<file path="src/rtl/user_gpio_bank.sv">
`default_nettype none
// ============================================================================
//  Module      : user_gpio_bank
//  Description : Wishbone-controlled GPIO bank. Drives NCH pads, samples them
//                through synchronisers (and an optional debounce filter
//                enabled by USER_GPIO_DEBOUNCE_EN) and raises rise/fall IRQs.
//  Revision    : 1.0 - initial release
// ============================================================================
module user_gpio_bank #(
    parameter int          NCH       = 16,
    parameter logic [31:0] BASE_ADR  = 32'h3000_0000,
    parameter int          DB_CYCLES = 4
) (
    input  logic           wb_clk_i,
    input  logic           wb_rst_i,
    input  logic           wbs_cyc_i,
    input  logic           wbs_stb_i,
    input  logic           wbs_we_i,
    input  logic [3:0]     wbs_sel_i,
    input  logic [31:0]    wbs_adr_i,
    input  logic [31:0]    wbs_dat_i,
    output logic           wbs_ack_o,
    output logic [31:0]    wbs_dat_o,
    input  logic [NCH-1:0] io_in,
    output logic [NCH-1:0] io_out,
    output logic [NCH-1:0] io_oeb,
    output logic [2:0]     irq
);

    localparam logic [7:0] c_off_out     = 8'h00;
    localparam logic [7:0] c_off_oeb     = 8'h04;
    localparam logic [7:0] c_off_in      = 8'h08;
    localparam logic [7:0] c_off_rise_en = 8'h0C;
    localparam logic [7:0] c_off_fall_en = 8'h10;
    localparam logic [7:0] c_off_rise_st = 8'h14;
    localparam logic [7:0] c_off_fall_st = 8'h18;

    logic           r_ack;
    logic [31:0]    r_dat;
    logic [NCH-1:0] r_out;
    logic [NCH-1:0] r_oeb;
    logic [NCH-1:0] r_rise_en;
    logic [NCH-1:0] r_fall_en;
    logic [NCH-1:0] r_rise_st;
    logic [NCH-1:0] r_fall_st;
    logic [NCH-1:0] r_sync1;
    logic [NCH-1:0] r_sync2;
    logic [NCH-1:0] r_prev;

    logic           w_hit;
    logic           w_req;
    logic           w_wr;
    logic [7:0]     w_off;
    logic [NCH-1:0] w_lane_mask;
    logic [NCH-1:0] w_wr_bits;
    logic [NCH-1:0] w_in;
    logic [NCH-1:0] w_rise;
    logic [NCH-1:0] w_fall;
    logic [NCH-1:0] w_rise_clr;
    logic [NCH-1:0] w_fall_clr;
    logic [NCH-1:0] w_rd_bits;
    logic [31:0]    w_rd_word;
    logic           w_unused_ok;

    function automatic logic [NCH-1:0] f_merge(
        input logic [NCH-1:0] old_v,
        input logic [NCH-1:0] new_v,
        input logic [NCH-1:0] mask
    );
        return (old_v & ~mask) | (new_v & mask);
    endfunction

    // A new request is refused while ack is high, giving the 2-cycle minimum.
    assign w_hit     = (wbs_adr_i[31:8] == BASE_ADR[31:8]);
    assign w_req     = wbs_cyc_i & wbs_stb_i & w_hit & ~r_ack;
    assign w_wr      = w_req & wbs_we_i;
    assign w_off     = wbs_adr_i[7:0];
    assign w_wr_bits = wbs_dat_i[NCH-1:0];

    // Bits of wbs_dat_i beyond NCH have no register behind them.
    assign w_unused_ok = &{1'b0, wbs_dat_i};

    generate
        for (genvar i = 0; i < NCH; i++) begin : g_lane
            assign w_lane_mask[i] = wbs_sel_i[i / 8];
        end
    endgenerate

    assign w_rise_clr = (w_wr && (w_off == c_off_rise_st)) ? (w_wr_bits & w_lane_mask) : '0;
    assign w_fall_clr = (w_wr && (w_off == c_off_fall_st)) ? (w_wr_bits & w_lane_mask) : '0;

    always_comb begin
        w_rd_bits = '0;
        case (w_off)
            c_off_out:     w_rd_bits = r_out;
            c_off_oeb:     w_rd_bits = r_oeb;
            c_off_in:      w_rd_bits = w_in;
            c_off_rise_en: w_rd_bits = r_rise_en;
            c_off_fall_en: w_rd_bits = r_fall_en;
            c_off_rise_st: w_rd_bits = r_rise_st;
            c_off_fall_st: w_rd_bits = r_fall_st;
            default:       w_rd_bits = '0;
        endcase
        w_rd_word            = '0;
        w_rd_word[NCH-1:0]   = w_rd_bits;
    end

    always_ff @(posedge wb_clk_i) begin
        if (wb_rst_i) begin
            r_ack <= 1'b0;
            r_dat <= '0;
        end else begin
            r_ack <= w_req;
            r_dat <= w_req ? w_rd_word : '0;
        end
    end

    always_ff @(posedge wb_clk_i) begin
        if (wb_rst_i) begin
            r_out     <= '0;
            r_oeb     <= '1;
            r_rise_en <= '0;
            r_fall_en <= '0;
        end else if (w_wr) begin
            case (w_off)
                c_off_out:     r_out     <= f_merge(r_out,     w_wr_bits, w_lane_mask);
                c_off_oeb:     r_oeb     <= f_merge(r_oeb,     w_wr_bits, w_lane_mask);
                c_off_rise_en: r_rise_en <= f_merge(r_rise_en, w_wr_bits, w_lane_mask);
                c_off_fall_en: r_fall_en <= f_merge(r_fall_en, w_wr_bits, w_lane_mask);
                default: ;
            endcase
        end
    end

    always_ff @(posedge wb_clk_i) begin
        if (wb_rst_i) begin
            r_sync1 <= '0;
            r_sync2 <= '0;
            r_prev  <= '0;
        end else begin
            r_sync1 <= io_in;
            r_sync2 <= r_sync1;
            r_prev  <= w_in;
        end
    end

`ifdef USER_GPIO_DEBOUNCE_EN
    localparam int c_cnt_w = $clog2(DB_CYCLES + 1);
    localparam logic [c_cnt_w-1:0] c_cnt_last = c_cnt_w'(DB_CYCLES - 1);

    generate
        for (genvar i = 0; i < NCH; i++) begin : g_db
            logic [c_cnt_w-1:0] r_cnt;
            logic               r_filt;

            // Output flips only after DB_CYCLES consecutive differing samples.
            always_ff @(posedge wb_clk_i) begin
                if (wb_rst_i) begin
                    r_cnt  <= '0;
                    r_filt <= 1'b0;
                end else if (r_sync2[i] == r_filt) begin
                    r_cnt  <= '0;
                end else if (r_cnt == c_cnt_last) begin
                    r_cnt  <= '0;
                    r_filt <= r_sync2[i];
                end else begin
                    r_cnt  <= r_cnt + c_cnt_w'(1);
                end
            end

            assign w_in[i] = r_filt;
        end
    endgenerate
`else
    assign w_in = r_sync2;
`endif

    assign w_rise = w_in & ~r_prev;
    assign w_fall = ~w_in & r_prev;

    // A fresh event in the same cycle as a W1C keeps the bit set.
    always_ff @(posedge wb_clk_i) begin
        if (wb_rst_i) begin
            r_rise_st <= '0;
            r_fall_st <= '0;
        end else begin
            r_rise_st <= (r_rise_st & ~w_rise_clr) | (w_rise & r_rise_en);
            r_fall_st <= (r_fall_st & ~w_fall_clr) | (w_fall & r_fall_en);
        end
    end

    assign wbs_ack_o = r_ack;
    assign wbs_dat_o = r_dat;
    assign io_out    = r_out;
    assign io_oeb    = r_oeb;
    assign irq[0]    = |r_rise_st;
    assign irq[1]    = |r_fall_st;
    assign irq[2]    = (|r_rise_st) | (|r_fall_st);

endmodule
`default_nettype wire

</file>
<file path="config.mk">
export PLATFORM = sky130hd
export DESIGN_NAME = user_gpio_bank
export DESIGN_NICKNAME = d
export VERILOG_FILES = /design/src/rtl/user_gpio_bank.sv
export SDC_FILE = /design/constraint.sdc
export NUM_CORES = 1
export LEC_CHECK = 0
export CAP_MARGIN = 20
export CORE_UTILIZATION = 35
export DETAILED_ROUTE_END_ITERATION = 7
export SLEW_MARGIN = 20
export SYNTH_ARGS = -nofsm -noshare
export SYNTH_HDL_FRONTEND = slang
export SYNTH_SLANG_ARGS = --single-unit
</file>
<file path="constraint.sdc">
create_clock -name wb_clk_i -period 2.53 [get_ports wb_clk_i]
set_input_delay 0.3795 -clock wb_clk_i [delete_from_list [all_inputs] [get_ports wb_clk_i]]
set_output_delay 0.3795 -clock wb_clk_i [all_outputs]
set_load 0.01 [all_outputs]
</file>
==> impl_metrics.env <==
export IMPL_cts_root_buf="clkbuf_16"
export IMPL_setup_viol=0
export IMPL_hold_start="wb_rst_i"
export IMPL_p_leak_nw=3.37
export IMPL_rrSetupSlack_ps=790
export IMPL_drive_gt1_share_pct=11.1
export IMPL_rows=51
export IMPL_tightest_slew_ps=798
export IMPL_r2r_cells=6
export IMPL_cts_buffer_depth=2
export IMPL_dr_first_iter_drc_count=522
export IMPL_synth_edf_count=0
export IMPL_globalRouteTotalUtil_pct=19.6
export IMPL_ant_nets=0
export IMPL_required_ps=2150
export IMPL_power_density_nw_per_um2=599
export IMPL_final_max_slew_viol_count=0
export IMPL_grt_max_degree=177
export IMPL_synthArstFlopShare_pct=0
export IMPL_area_delta_synth_final_pct=33.4
export IMPL_cts_sinks=161
export IMPL_end_kind="output pin"
export IMPL_cts_hold_buf=0
export IMPL_syn_area_um2=6970
export IMPL_synth_top_area_share_pct=46.2
export IMPL_die_y_um=143
export IMPL_io_pins=157
export IMPL_cts_max_level=4
export IMPL_hold_depth=4
export IMPL_finalNetCount=933
export IMPL_period_share_pct=92.3
export IMPL_first_pass_iters=5
export IMPL_antenna_cells=0
export IMPL_grt_setup_unrepaired="false"
export IMPL_cts_made_buffers=17
export IMPL_clock_skew_ps=6.72
export IMPL_grt_overflow_total=0
export IMPL_antenna_found_initial=0
export IMPL_postCtsSetupRepairBufs=0
export IMPL_min_to="wbs_ack_o"
export IMPL_yosysTopAreaCell="dfxtp_1"
export IMPL_slew_headroom_pct=46.8
export IMPL_period_minus_slack_ps=2330
export IMPL_critPathLaunchType="register"
export IMPL_r2r_start="wbs_ack_o"
export IMPL_cp_max_fo=3
export IMPL_route_detailed_drc=0
export IMPL_synth_seq_area_share_pct=46.2
export IMPL_ys_types=42
export IMPL_cp_arrival_ps=1960
export IMPL_port_buffers=122
export IMPL_netlist_top_cells_count="dfxtp_1, mux2i_1, nand2b_1, nor2b_1, inv_1"
export IMPL_fmax_ghz=0.428
export IMPL_synth_area_leaders="dfxtp_1, mux2i_1, nand2b_1, a41o_1, nor2b_1"
export IMPL_grt_pass1_vias=5489
export IMPL_ir_drop_mv=0.475
export IMPL_layout_cells_non_filler=1121
export IMPL_grt_first_pass_wirelength_um=30200
export IMPL_synthFlopType="dfxtp_1"
export IMPL_hold_path_class="input port to register"
export IMPL_synth_most_common_cell="dfxtp_1"
export IMPL_via_per_inst=5.03
export IMPL_status="finished clean"
export IMPL_clock_latency_ps=430
export IMPL_start_util_pct=35.8
export IMPL_postSynthCellCount=711
export IMPL_ys_ff_latch=161
export IMPL_critPathKind="register to output pin"
export IMPL_post_drt_wl_per_cell_um=17.3
export IMPL_hold_ws_ps=414
export IMPL_cts_resized_gates=9
export IMPL_yosysWarnings=0
export IMPL_gp_congestion=0.845
export IMPL_hold_viol_final=0
export IMPL_cts_tree="done"
export IMPL_maxCapViolations=0
export IMPL_avgSynthCellArea_um2=9.80
export IMPL_core_area_um2=19500
export IMPL_drt_wl_total_um=19400
export IMPL_dp_hpwl_um=13400
export IMPL_design_die_area_um2=20500
export IMPL_dpl_cell_count=1090
export IMPL_die_w_um=143
export IMPL_vias=5636
export IMPL_clk_pin_slew_ps=70
## metal layers
metal  vias up  part of all wire [%]  track usage [%]
li1       2771                     -                -
met1      2637                    48             26.6
met2       195                    43             29.6
met3        33                   6.4             4.49
met4         0                   2.6             8.89
met5         -                     0                0
## worst max-delay path by stage
stage                        startpoint        to  cells past startpoint
after global routing      r_fall_st[10]    irq[2]                      4
after floorplan           wbs_adr_i[18]  register                      6
after CTS                 r_rise_st[11]    irq[2]                      4
final                      r_fall_st[2]    irq[2]                      4
after global placement    wbs_adr_i[18]  register                      7
after detailed placement  wbs_adr_i[18]  register                      7
## critical path: stages (launching register included)
cell           delay (ps)
dfxtp_1               360
nor4_4                330
nand4_1               240
or2_2                 330
dlygate4sd2_1         280
## power breakdown
| part | leakage [nW] | switching [mW] | internal [mW] | total (mW) |
|---|---|---|---|---|
| logic | 1.78 | 0.124 | 0.153 | 0.277 |
| clock network | 0.282 | 1.06 | 1.65 | 2.72 |
| registers | 1.31 | 0.0151 | 2.57 | 2.58 |
## final cells by class
type                       count  area [um^2]
fill                        1851        10200
timing repair buffer         163         1640
sequential                   161         3220
clock buffer                  19          433
tap                          265          332
multi-input combinational    454         3310
inverter                      47          176
clock inverter                12          184
## cell families after synthesis
kind of cell / share of synthesized area (%)
flip-flops: 46.2
AO/OA/AOI/OAI: 13.3
buffers and inverters: 7.83
multiplexers: 9.19
other: 0.0538
AND/OR/NAND/NOR: 23.4
## cell usage in the layout, fill, tap and decap left out, types with 6 or more instances in the layout
| master | instances |
|---|---|
| a31oi_1 | 6 |
| nor4_1 | 7 |
| conb_1 | 16 |
| mux2i_1 | 64 |
| nor2_1 | 33 |
| a22oi_1 | 14 |
| a41o_1 | 32 |
| nor2b_1 | 48 |
| nand3b_1 | 29 |
| nand2b_1 | 64 |
| a222oi_1 | 16 |
| nor3_1 | 27 |
| buf_12 | 9 |
| buf_4 | 33 |
| inv_1 | 47 |
| a2111oi_0 | 9 |
| clkbuf_16 | 17 |
| a21oi_1 | 41 |
| clkdlybuf4s50_1 | 120 |
| dfxtp_1 | 161 |
## through the flow
stage / utilization, % / power, mW / worst slack [ps] / instance area [um^2] / TNS (ps)
6_report: 47.8 / 5.57 / 195 / 9300 / 0
3_5_place_dp: 44.3 / 2.91 / -58.9 / 8630 / -633
5_1_grt: 47.8 / 5.76 / 46.0 / 9300 / 0
4_1_cts: 47.8 / 5.61 / 191 / 9300 / 0
3_3_place_gp: 44.3 / 2.91 / 5.48 / 8630 / 0
2_1_floorplan: - / 2.77 / 568 / 7030 / 0
Note: power is estimated with default switching activity, not from simulation.
